File: config.mk
export PLATFORM = sky130hd
export DESIGN_NAME = blink_meter
export DESIGN_NICKNAME = d
export VERILOG_FILES = /design/src/rtl/blink_meter.sv
export SDC_FILE = /design/constraint.sdc
export NUM_CORES = 1
export LEC_CHECK = 0
export ABC_CLOCK_PERIOD_IN_PS = 5870
export CAP_MARGIN = 20
export CELL_PAD_IN_SITES_DETAIL_PLACEMENT = 2
export CELL_PAD_IN_SITES_GLOBAL_PLACEMENT = 2
export CORE_UTILIZATION = 39
export DETAILED_ROUTE_END_ITERATION = 16
export HOLD_SLACK_MARGIN = 0.15
export PLACE_DENSITY = 0.85
export SETUP_SLACK_MARGIN = 0.15
export SKIP_CTS_REPAIR_TIMING = 1
export SYNTH_ARGS = -nofsm -noshare
export SYNTH_HDL_FRONTEND = slang
export SYNTH_SLANG_ARGS = --single-unit
File: constraint.sdc
create_clock -name clk -period 5.87 [get_ports clk]
set_clock_uncertainty 0.1 [all_clocks]
set_input_delay 0.8805 -clock clk [delete_from_list [all_inputs] [get_ports clk]]
set_output_delay 0.8805 -clock clk [all_outputs]
set_load 0.05 [all_outputs]
File: src/rtl/blink_meter.sv
// blink_meter: measures the high and low durations of each full period of an
// asynchronous on/off line, in clk cycles, and flags a line stuck at one level.
module blink_meter #(
  parameter int unsigned COUNTER_WIDTH = 27,
  parameter int unsigned TIMEOUT       = 100_000_000,
  parameter int unsigned SYNC_STAGES   = 2
) (
  input  logic                     clk,
  input  logic                     reset_n,
  input  logic                     signal_in,
  output logic [COUNTER_WIDTH-1:0] on_duration,
  output logic [COUNTER_WIDTH-1:0] off_duration,
  output logic                     measure_valid,
  output logic                     stuck,
  output logic                     stuck_level
);

  typedef enum logic [1:0] {
    StSearch,
    StHigh,
    StLow
  } state_e;

  localparam logic [COUNTER_WIDTH-1:0] TimeoutVal = COUNTER_WIDTH'(TIMEOUT);
  localparam logic [COUNTER_WIDTH-1:0] CountOne   = COUNTER_WIDTH'(1);

  logic [SYNC_STAGES-1:0]   sync_q, sync_d;
  logic                     prev_q;
  state_e                   state_q, state_d;
  logic [COUNTER_WIDTH-1:0] count_q, count_d;
  logic [COUNTER_WIDTH-1:0] on_q, on_d;
  logic [COUNTER_WIDTH-1:0] off_q, off_d;
  logic                     valid_q, valid_d;
  logic                     stuck_q, stuck_d;
  logic                     level_q, level_d;

  logic s;
  logic rise;
  logic fall;

  assign s    = sync_q[SYNC_STAGES-1];
  assign rise = s & ~prev_q;
  assign fall = ~s & prev_q;

  // State register, synchroniser and edge history
  always_ff @(posedge clk or negedge reset_n) begin
    if (!reset_n) begin
      sync_q  <= '0;
      prev_q  <= 1'b0;
      state_q <= StSearch;
      count_q <= '0;
      on_q    <= '0;
      off_q   <= '0;
      valid_q <= 1'b0;
      stuck_q <= 1'b0;
      level_q <= 1'b0;
    end else begin
      sync_q  <= sync_d;
      prev_q  <= s;
      state_q <= state_d;
      count_q <= count_d;
      on_q    <= on_d;
      off_q   <= off_d;
      valid_q <= valid_d;
      stuck_q <= stuck_d;
      level_q <= level_d;
    end
  end

  // Next-state: period measurement FSM with stuck-level timeout
  always_comb begin
    sync_d  = {sync_q[SYNC_STAGES-2:0], signal_in};
    state_d = state_q;
    count_d = count_q;
    on_d    = on_q;
    off_d   = off_q;
    valid_d = 1'b0;
    stuck_d = stuck_q;
    level_d = level_q;

    case (state_q)
      StSearch: begin
        // First rise only arms the meter; no duration is reported
        if (rise) begin
          count_d = CountOne;
          state_d = StHigh;
        end
      end
      StHigh: begin
        if (fall) begin
          on_d    = count_q;
          count_d = CountOne;
          state_d = StLow;
        end else if (count_q == TimeoutVal) begin
          stuck_d = 1'b1;
          level_d = s;
          count_d = '0;
          state_d = StSearch;
        end else begin
          count_d = count_q + CountOne;
        end
      end
      StLow: begin
        if (rise) begin
          off_d   = count_q;
          valid_d = 1'b1;
          stuck_d = 1'b0;
          count_d = CountOne;
          state_d = StHigh;
        end else if (count_q == TimeoutVal) begin
          stuck_d = 1'b1;
          level_d = s;
          count_d = '0;
          state_d = StSearch;
        end else begin
          count_d = count_q + CountOne;
        end
      end
      default: begin
        state_d = StSearch;
        count_d = '0;
      end
    endcase
  end

  assign on_duration   = on_q;
  assign off_duration  = off_q;
  assign measure_valid = valid_q;
  assign stuck         = stuck_q;
  assign stuck_level   = level_q;

endmodule

# ---- Word level (Yosys, flattened, before mapping)
# Cells that the tools add are included.
dict set report word_totals {
  ff_bits 89
  out_inout_bits 57
  inputBits 3
  word_cells 46
}
dict set report classes {
  add_sub_neg 1
  muxes 20
  bitwise 4
  n_eq_ne 6
  n_reduce_logical 6
}
# operator count
set op_table {}
lappend op_table {{$mux 27} 4}
lappend op_table {{$pmux 27 s3} 1}
lappend op_table {{$add 27x1->27 const B} 1}
lappend op_table {{$eq 27x27->1 const B} 1}
lappend op_table {{$mux 1} 8}
lappend op_table {{$mux 2} 4}
lappend op_table {{$ne 2x2->1 const B} 3}
lappend op_table {{$pmux 2 s3} 1}
lappend op_table {{$reduce_and 2->1} 3}
lappend op_table {{$pmux 1 s2} 2}
lappend op_table {{$reduce_and 3->1} 1}
lappend op_table {{$and 1x1->1} 2}
lappend op_table {{$eq 2x1->1 const B} 1}
lappend op_table {{$eq 2x2->1 const B} 1}
lappend op_table {{$logic_not 2->1} 1}
lappend op_table {{$not 1->1} 2}
lappend op_table {{$reduce_bool 2->1} 1}

# ---- Logic depth before layout (Yosys ltp)
# Gate-level depths: netlist (run 1).
dict set report logic_depth {
  depth_word 4
  depth_mapped 8
}

# ---- Worst setup path after synthesis (run 1)
# Ideal clock, no wire load.
dict set report synth_path {
  path_type {reg2reg}
  startpoint {register count_q[0]}
  endpoint {register count_q[14]}
  arrival_ns 1.833
  path_stages_with_launch 9
  n_path_buf 1
  required_ns 5.644
  path_slack_ns 3.811
  setup_time_ns 0.126
  period_less_slack_ns 2.059
  path_cell_list {dfrtp_1 -> inv_1 -> ha_1 -> or4b_4 -> nor3_4 -> a21oi_2 -> o211ai_4 -> buf_6 -> o21ai_2}
}
dict set report synth_between {
  elab_chain_len 4
  word_cells_on_any_way 6
}
# element line
set synth_lines {}
lappend synth_lines {{start: declaration} 30} ;# logic [COUNTER_WIDTH-1:0] count_q, count_d;
lappend synth_lines {{start signal: assignment} 61} ;# count_q <= count_d;
lappend synth_lines {{$add 27x1->27 or $eq 27x27->1 (tied branches)} --}
lappend synth_lines {{$mux 27 (*)} {94, 110}}
lappend synth_lines {{$mux 27 (on tied branches)} {104, 90}}
lappend synth_lines {{$pmux 27 s3 (*)} 81} ;# case (state_q)
# Mark *: on every way between the ends. The rest lies on a longest branch, timed or not.
# A chain may end at the register's enable or synchronous reset.

# ---- Final worst setup path (run 1)
dict set report layout_path {
  startpoint {register count_q[0]}
  endpoint {register count_q[13]}
}
# Same word-level chain as after synthesis.

==> impl_results.md, run 1 <==
* Area Growth Syn to Fin at 22.23%
* Core area at 9864 um^2
* CP Max Fanout at 25
* Clk slew on worst S/H paths at approximately 0.090 ns
* WP data required at 5.97 ns
* Max IR drop VDD at 0.1686 mV
* Fillers at 977
* Critical Path Sink: count_q[13]
* Pwr Density at between 300 and 400 nW/um^2
* Starting Density at 0.4056
* Worst-margin pin slew at approximately 0.94 ns
* CTS tree: yes
* DR DRC count at 0
* Post-Place Cells at slightly above 500
* RePlAce Congestion at 0.7790
* Synth async-reset ratio at 1.000
* Via/cell ratio at 5.502
* Setup CP Type: flop to flop
* DRT Pass-1 Iters at 4
* Post-synthesis sequential area ratio at 0.5566
* Endpoints failing hold at 0
* Number of flops mapped to enable cells by yosys at 0
* Initial antenna violation count at 0
* Worst slew margin at 0.3689
* Vias in the first global route at 3229
* Clock Tree Buf Depth at 2
* CP Launch Type: flop
* Leakage at 2.142 nW
* First-pass GRT wire length at 17.56 mm
* Most common cell in the netlist: dfrtp_1
* Finished Layout Cells at 524
* FF+latch count, synth at between 80 and 90
* Final antenna diode count at 0
* Total number of H-tree levels at 3
* Worst skew pair latency at 0.36 ns
* Final setup fails at 0
* R2R setup slack at 3.21 ns
* Reg2reg end: count_q[13]
* Antenna violation net count after detailed routing at 0
* Width of the die at 103.3 um
* Die Footprint at 10670 um^2
* Synth cell types at 49
* Final net count at 391
* Syn Area/Cell at 12.13 um^2
* Fraction of layout cells with a size suffix above 1 at 0.2123
* Placed Area at 4684 um^2
* Setup TNS at 0 ns
* Outcome: finished, final reports clean
* Clk sinks at a little under 90
* Min Tclk post-route at 2.660 ns
* Worst EP arrival at between 2 and 3 ns
* Total track usage at 0.2231
* Multi-input gate area at 1654 um^2
* Worst reg2reg path depth at 7
* PnR worst setup slack at 3.210 ns
* Post-detailed-routing wire length at 10.78 mm
* Synth top area cells: dfrtp_1 56%, mux2_2 15%, xnor2_1 2.4%
* Rows at 36
* Syn Nets at 335
* Syn Inst Count at 330
* Routed WL per cell at 20.57 um
* Fmax at 375.9 MHz
* Max-cap viol count at 0
* GRT Residual Overflow at 0
* Ports at 60
* Reg area at 2227 um^2
* Initial drt markers at 69
* Via Count at 2883
* Port Buffers at 59
* RSZ-0062 raised after global routing: false
* Hold crit path type: flop to flop
* Root Buffer: clkbuf_8
* Synth top area share at 0.5566
* Non-Filler Cell Area, Final at 4891 um^2
* Crit share post-route at 0.4532
* CTS buffer count at 9
* Place WS at 3.214 ns
* Yosys top cell by area: dfrtp_1
* Reg2Reg Launch Point: count_q[0]
* Largest net degree at the start of global routing at 46
* Final Slew Violations at 0
* CP endpoint kind: flop
* Yosys warning total at 0
* Layout Utilization at 0.4958
* Commonest cells in the netlist: 89 x dfrtp_1, 54 x mux2_2, 25 x nor2_1
* DPL Wire Length at 7.412 mm
* Die Height at 103.3 um
* Top FF cell, synth: dfrtp_1
* CP startpoint: count_q[0]
* Cell area after synthesis at 4001 um^2
[sequential cells by signal (all words and copies together), names as in the netlist]
signal         count
on_duration       27
sync_q             2
stuck_level        1
state_q            2
off_duration      27
measure_valid      1
stuck              1
prev_q             1
count_q           27
[cell usage in the layout, fill, tap and decap left out, types with 4 or more instances in the layout]
master            n
nor3_1            6
nand2_1          15
a21oi_1           5
buf_4             4
nor4_1           10
mux2_2           54
nand4_1           5
o21ai_0          12
xnor2_1          11
clkdlybuf4s50_1  58
nand2b_1          5
nand3_1          10
clkinv_4          4
nor2_1           25
and3_1            6
clkbuf_8         10
xor2_1            8
nor2b_1           6
inv_1             7
dfrtp_1          89
[worst min-delay path by stage]
| stage | depth (start not counted) | startpoint | end | slack, ns |
|---|---|---|---|---|
| after floorplan | 0 | sync_q[0] | sync_q[1] | 0.23 |
| after global placement | 0 | sync_q[0] | sync_q[1] | 0.24 |
| after detailed placement | 0 | sync_q[0] | sync_q[1] | 0.24 |
| after CTS | 0 | sync_q[0] | sync_q[1] | 0.26 |
| after global routing | 0 | sync_q[0] | sync_q[1] | 0.27 |
| final | 0 | sync_q[0] | sync_q[1] | 0.26 |
[layout make-up]
| type | count | share of cell area |
|---|---|---|
| inverter | 7 | 0.005372 |
| tap | 133 | 0.03402 |
| timing repair buffer | 62 | 0.1248 |
| clock buffer | 11 | 0.02891 |
| multi-input combinational | 217 | 0.3382 |
| clock inverter | 5 | 0.01330 |
| sequential | 89 | 0.4554 |
[critical path, cell delays in order, from the launching register on]
cell      delay (ns)
dfrtp_1         0.44
inv_1           0.11
ha_1            0.16
or4b_4          0.47
nor3_4          0.26
a21oi_2         0.13
o211ai_4        0.62
o21ai_0         0.22
[per-layer routing]
metal | global-route usage | vias to the layer above | share of wire
met2 | 0.4021 | 65 | 0.52
li1 | - | 1291 | -
met3 | 0.02957 | 18 | 0.028
met5 | 0 | - | 0
met1 | 0.2739 | 1509 | 0.43
met4 | 0.08017 | 0 | 0.018
[cells by family after synthesis]
kind of cell             after synthesis  share of synthesized area
flip-flops                            89                     0.5566
multiplexers                          55                     0.1545
AND/OR/NAND/NOR                      104                     0.1435
adder cells (fa/ha/maj)                2                   0.006253
XOR/XNOR                              19                    0.04159
buffers and inverters                 24                    0.03002
AO/OA/AOI/OAI                         37                    0.06755
[through the flow]
| step | total power (W) | hold WS, ns |
|---|---|---|
| global placement | 0.001090 | 0.2360 |
| CTS | 0.001547 | 0.2625 |
| floorplan | 0.0009859 | 0.2312 |
| detailed placement | 0.001106 | 0.2410 |
| finish | 0.001531 | 0.2566 |
| global route | 0.001597 | 0.2744 |
[where the power goes]
| part | internal (W) | total, W | switching [W] | leakage, nW |
|---|---|---|---|---|
| clock | 0.000212 | 0.000435 | 0.000223 | 0.104 |
| combinational | 0.000134 | 0.000383 | 0.000249 | 0.816 |
| sequential | 0.000654 | 0.000712 | 0.0000583 | 1.22 |
| total | 0.00100 | 0.00153 | 0.000530 | 2.14 |
(Power assumes the default switching activity.)
==> run 2: changes to the inputs <==
- ABC_CLOCK_PERIOD_IN_PS: 5870 -> 2340
- CORE_UTILIZATION: 39 -> 33
- PLACE_DENSITY: 0.85 -> 0.76
- clock period: 5.87 -> 2.34 ns (I/O delays scaled with it)
==> run 2 against run 1 <==
  * The run now ends with design-rule violations left
  * Maximum frequency rose by 22%
  * Utilization fell by 4.5 points
  * Die area rose by 18%
  * Largest power group unchanged
==> impl_results.md, run 2 (same netlist as run 1, synthesis figures left out) <==
* Fraction of layout cells with a size suffix above 1 at 0.2623 (+0.04998)
* Worst-margin pin slew at 0.5368 ns (-0.4043 ns)
* DRT Pass-1 Iters at 12 (+8)
* Initial drt markers at 105 (+52%)
* Die Height at 112.1 um (+8.5%)
* Via/cell ratio at 5.227 (-5.0%)
* RePlAce Congestion at 0.8173 (+4.9%)
* Total number of H-tree levels at 3 (unchanged)
* CP Max Fanout at 7 (-72%)
* Leakage at 2.329 nW (+8.7%)
* Ports at 60 (unchanged)
* Fmax at 460.5 MHz (+22%)
* Pwr Density at 842.5 nW/um^2 (+170%)
* Worst skew pair latency at 0.34 ns (-0.02 ns)
* Commonest non-fill, non-tap cell in the layout: dfrtp_1
* Worst slew margin at 0.6422 (+0.2733)
* Initial antenna violation count at 0 (unchanged)
* Place WS at 0.1198 ns (-3.094 ns)
* Largest net degree at the start of global routing at 52 (+13%)
* PnR worst setup slack at 0.1683 ns (-3.042 ns)
* Top delay family on crit path: simple AND/OR/NAND/NOR gates
* Port Buffers at 59 (unchanged)
* WP data required at 2.46 ns (-3.51 ns)
* Die Footprint at 12570 um^2 (+18%)
* Via Count at 2880 (-0.10%)
* Post-detailed-routing wire length at 10.62 mm (-1.4%)
* Layout Utilization at 0.4513 (-0.04451)
* Area Growth Syn to Fin at 30.99%
* Outcome: complete, but fails checks
* Final net count at 409 (+4.6%)
* CTS tree: yes
* Crit share post-route at 0.9281 (+0.4749)
* Total track usage at 0.1795 (-0.04358)
* First-pass GRT wire length at 17.25 mm (-1.8%)
* RSZ-0062 raised after global routing: true
* Endpoints failing hold at 0 (unchanged)
* Vias in the first global route at 3175 (-1.7%)
* Most frequent cells in the layout: 89 x dfrtp_1, 58 x clkdlybuf4s50_1, 54 x mux2_2
* Final setup fails at 0 (unchanged)
* Worst EP arrival at 2.29 ns (-0.47 ns)
* CP Launch Type: flop
* Clk slew on worst S/H paths at 0.07 ns (-0.02 ns)
* Final hold slack at 0.2558 ns (-0.0008690 ns)
* Setup CP Type: flop to flop
* Fillers at 1176 (+20%)
* Design Power at 0.004416 W (+190%)
* Root Buffer: clkbuf_16
* Width of the die at 112.1 um (+8.5%)
* Slowest CP cell: or4b_4
* Bufs and invs on worst path at 3 (+2)
* Rows at 39 (+8.3%)
* DR DRC count at 5 (+5)
* Max IR drop VDD at 0.3640 mV (+120%)
* CP endpoint kind: flop
* Clk sinks at 89 (unchanged)
* Final Slew Violations at 0 (unchanged)
* Max incr delay on CP at 0.47 ns (-0.15 ns)
* Min Tclk post-route at 2.172 ns (-0.4884 ns)
* Core area at 11610 um^2 (+18%)
* Antenna violation net count after detailed routing at 0 (unchanged)
* DPL Wire Length at 7.353 mm (-0.80%)
* Routed WL per cell at 19.28 um (-6.3%)
* Final antenna diode count at 0 (unchanged)
* GRT Residual Overflow at 0 (unchanged)
* Starting Density at 0.3445 (-0.06109)
* Max-cap viol count at 0 (unchanged)
* Clock Tree Buf Depth at 2 (unchanged)
* Cell Chain, Critical Path: inv_2 > ha_1 > or4b_4 > nor3_4 > buf_6 > a211oi_1 > buf_4 > a32oi_1 > o21ai_1
* Hold crit path type: flop to flop
* Setup TNS at 0 ns (unchanged)
* CTS buffer count at 9 (unchanged)
* Failing checks: design-rule violations
-- run 2: stage by stage --
| stage | cell area, um^2 | std cells |
|---|---|---|
| 2_1_floorplan | 4001 | 330 |
| 3_3_place_gp | 4820 | 531 |
| 3_5_place_dp | 4820 | 531 |
| 4_1_cts | 5131 | 546 |
| 5_1_grt | 5241 | 551 |
| 6_report | 5241 | 551 |
-- run 2: worst paths after layout --
check | from | end | slack [ns] | cells after the start
worst max register to register | count_q[0] | count_q[13] | 0.17 | 9
worst min register to register | sync_q[0] | sync_q[1] | 0.26 | 0
max in group asynchronous | reset_n | on_duration[25] | 1.04 | 3
worst min-delay path | sync_q[0] | sync_q[1] | 0.26 | 0
worst max-delay path | count_q[0] | count_q[13] | 0.17 | 9
min in group asynchronous | reset_n | off_duration[14] | 0.43 | 2
-- run 2: power by group --
part / switching, W / leakage [nW] / internal [W]
Combinational: 0.000668 / 0.953 / 0.000437
Sequential: 0.000131 / 1.22 / 0.00164
Clock: 0.000579 / 0.153 / 0.000958
Total: 0.00138 / 2.33 / 0.00304
-- run 2: worst reg2reg max path, cell delays in order, from the launching register on --
cell and delay [ns]:
dfrtp_1 0.39, inv_2 0.07, ha_1 0.14, or4b_4 0.47
nor3_4 0.24, buf_6 0.15, a211oi_1 0.07, buf_4 0.18
a32oi_1 0.17, o21ai_1 0.09
-- run 2: per-layer routing --
metal	track usage	routed length, um	vias up
met5	0	0	-
met4	0.07556	110	0
met3	0.03240	293	8
met2	0.2923	5337	52
met1	0.2363	4883	1502
li1	-	-	1318
-- run 2: layout make-up --
type | instances | area, um^2 | area share
clock buffers | 12 | 246.5 | 0.04703
clock inverters | 3 | 65.06 | 0.01241
inverters | 7 | 26.28 | 0.005013
multi-input cells | 217 | 1720 | 0.3282
flip-flops and latches | 89 | 2227 | 0.4249
well taps | 143 | 178.9 | 0.03414
repair buffers | 80 | 777.0 | 0.1482
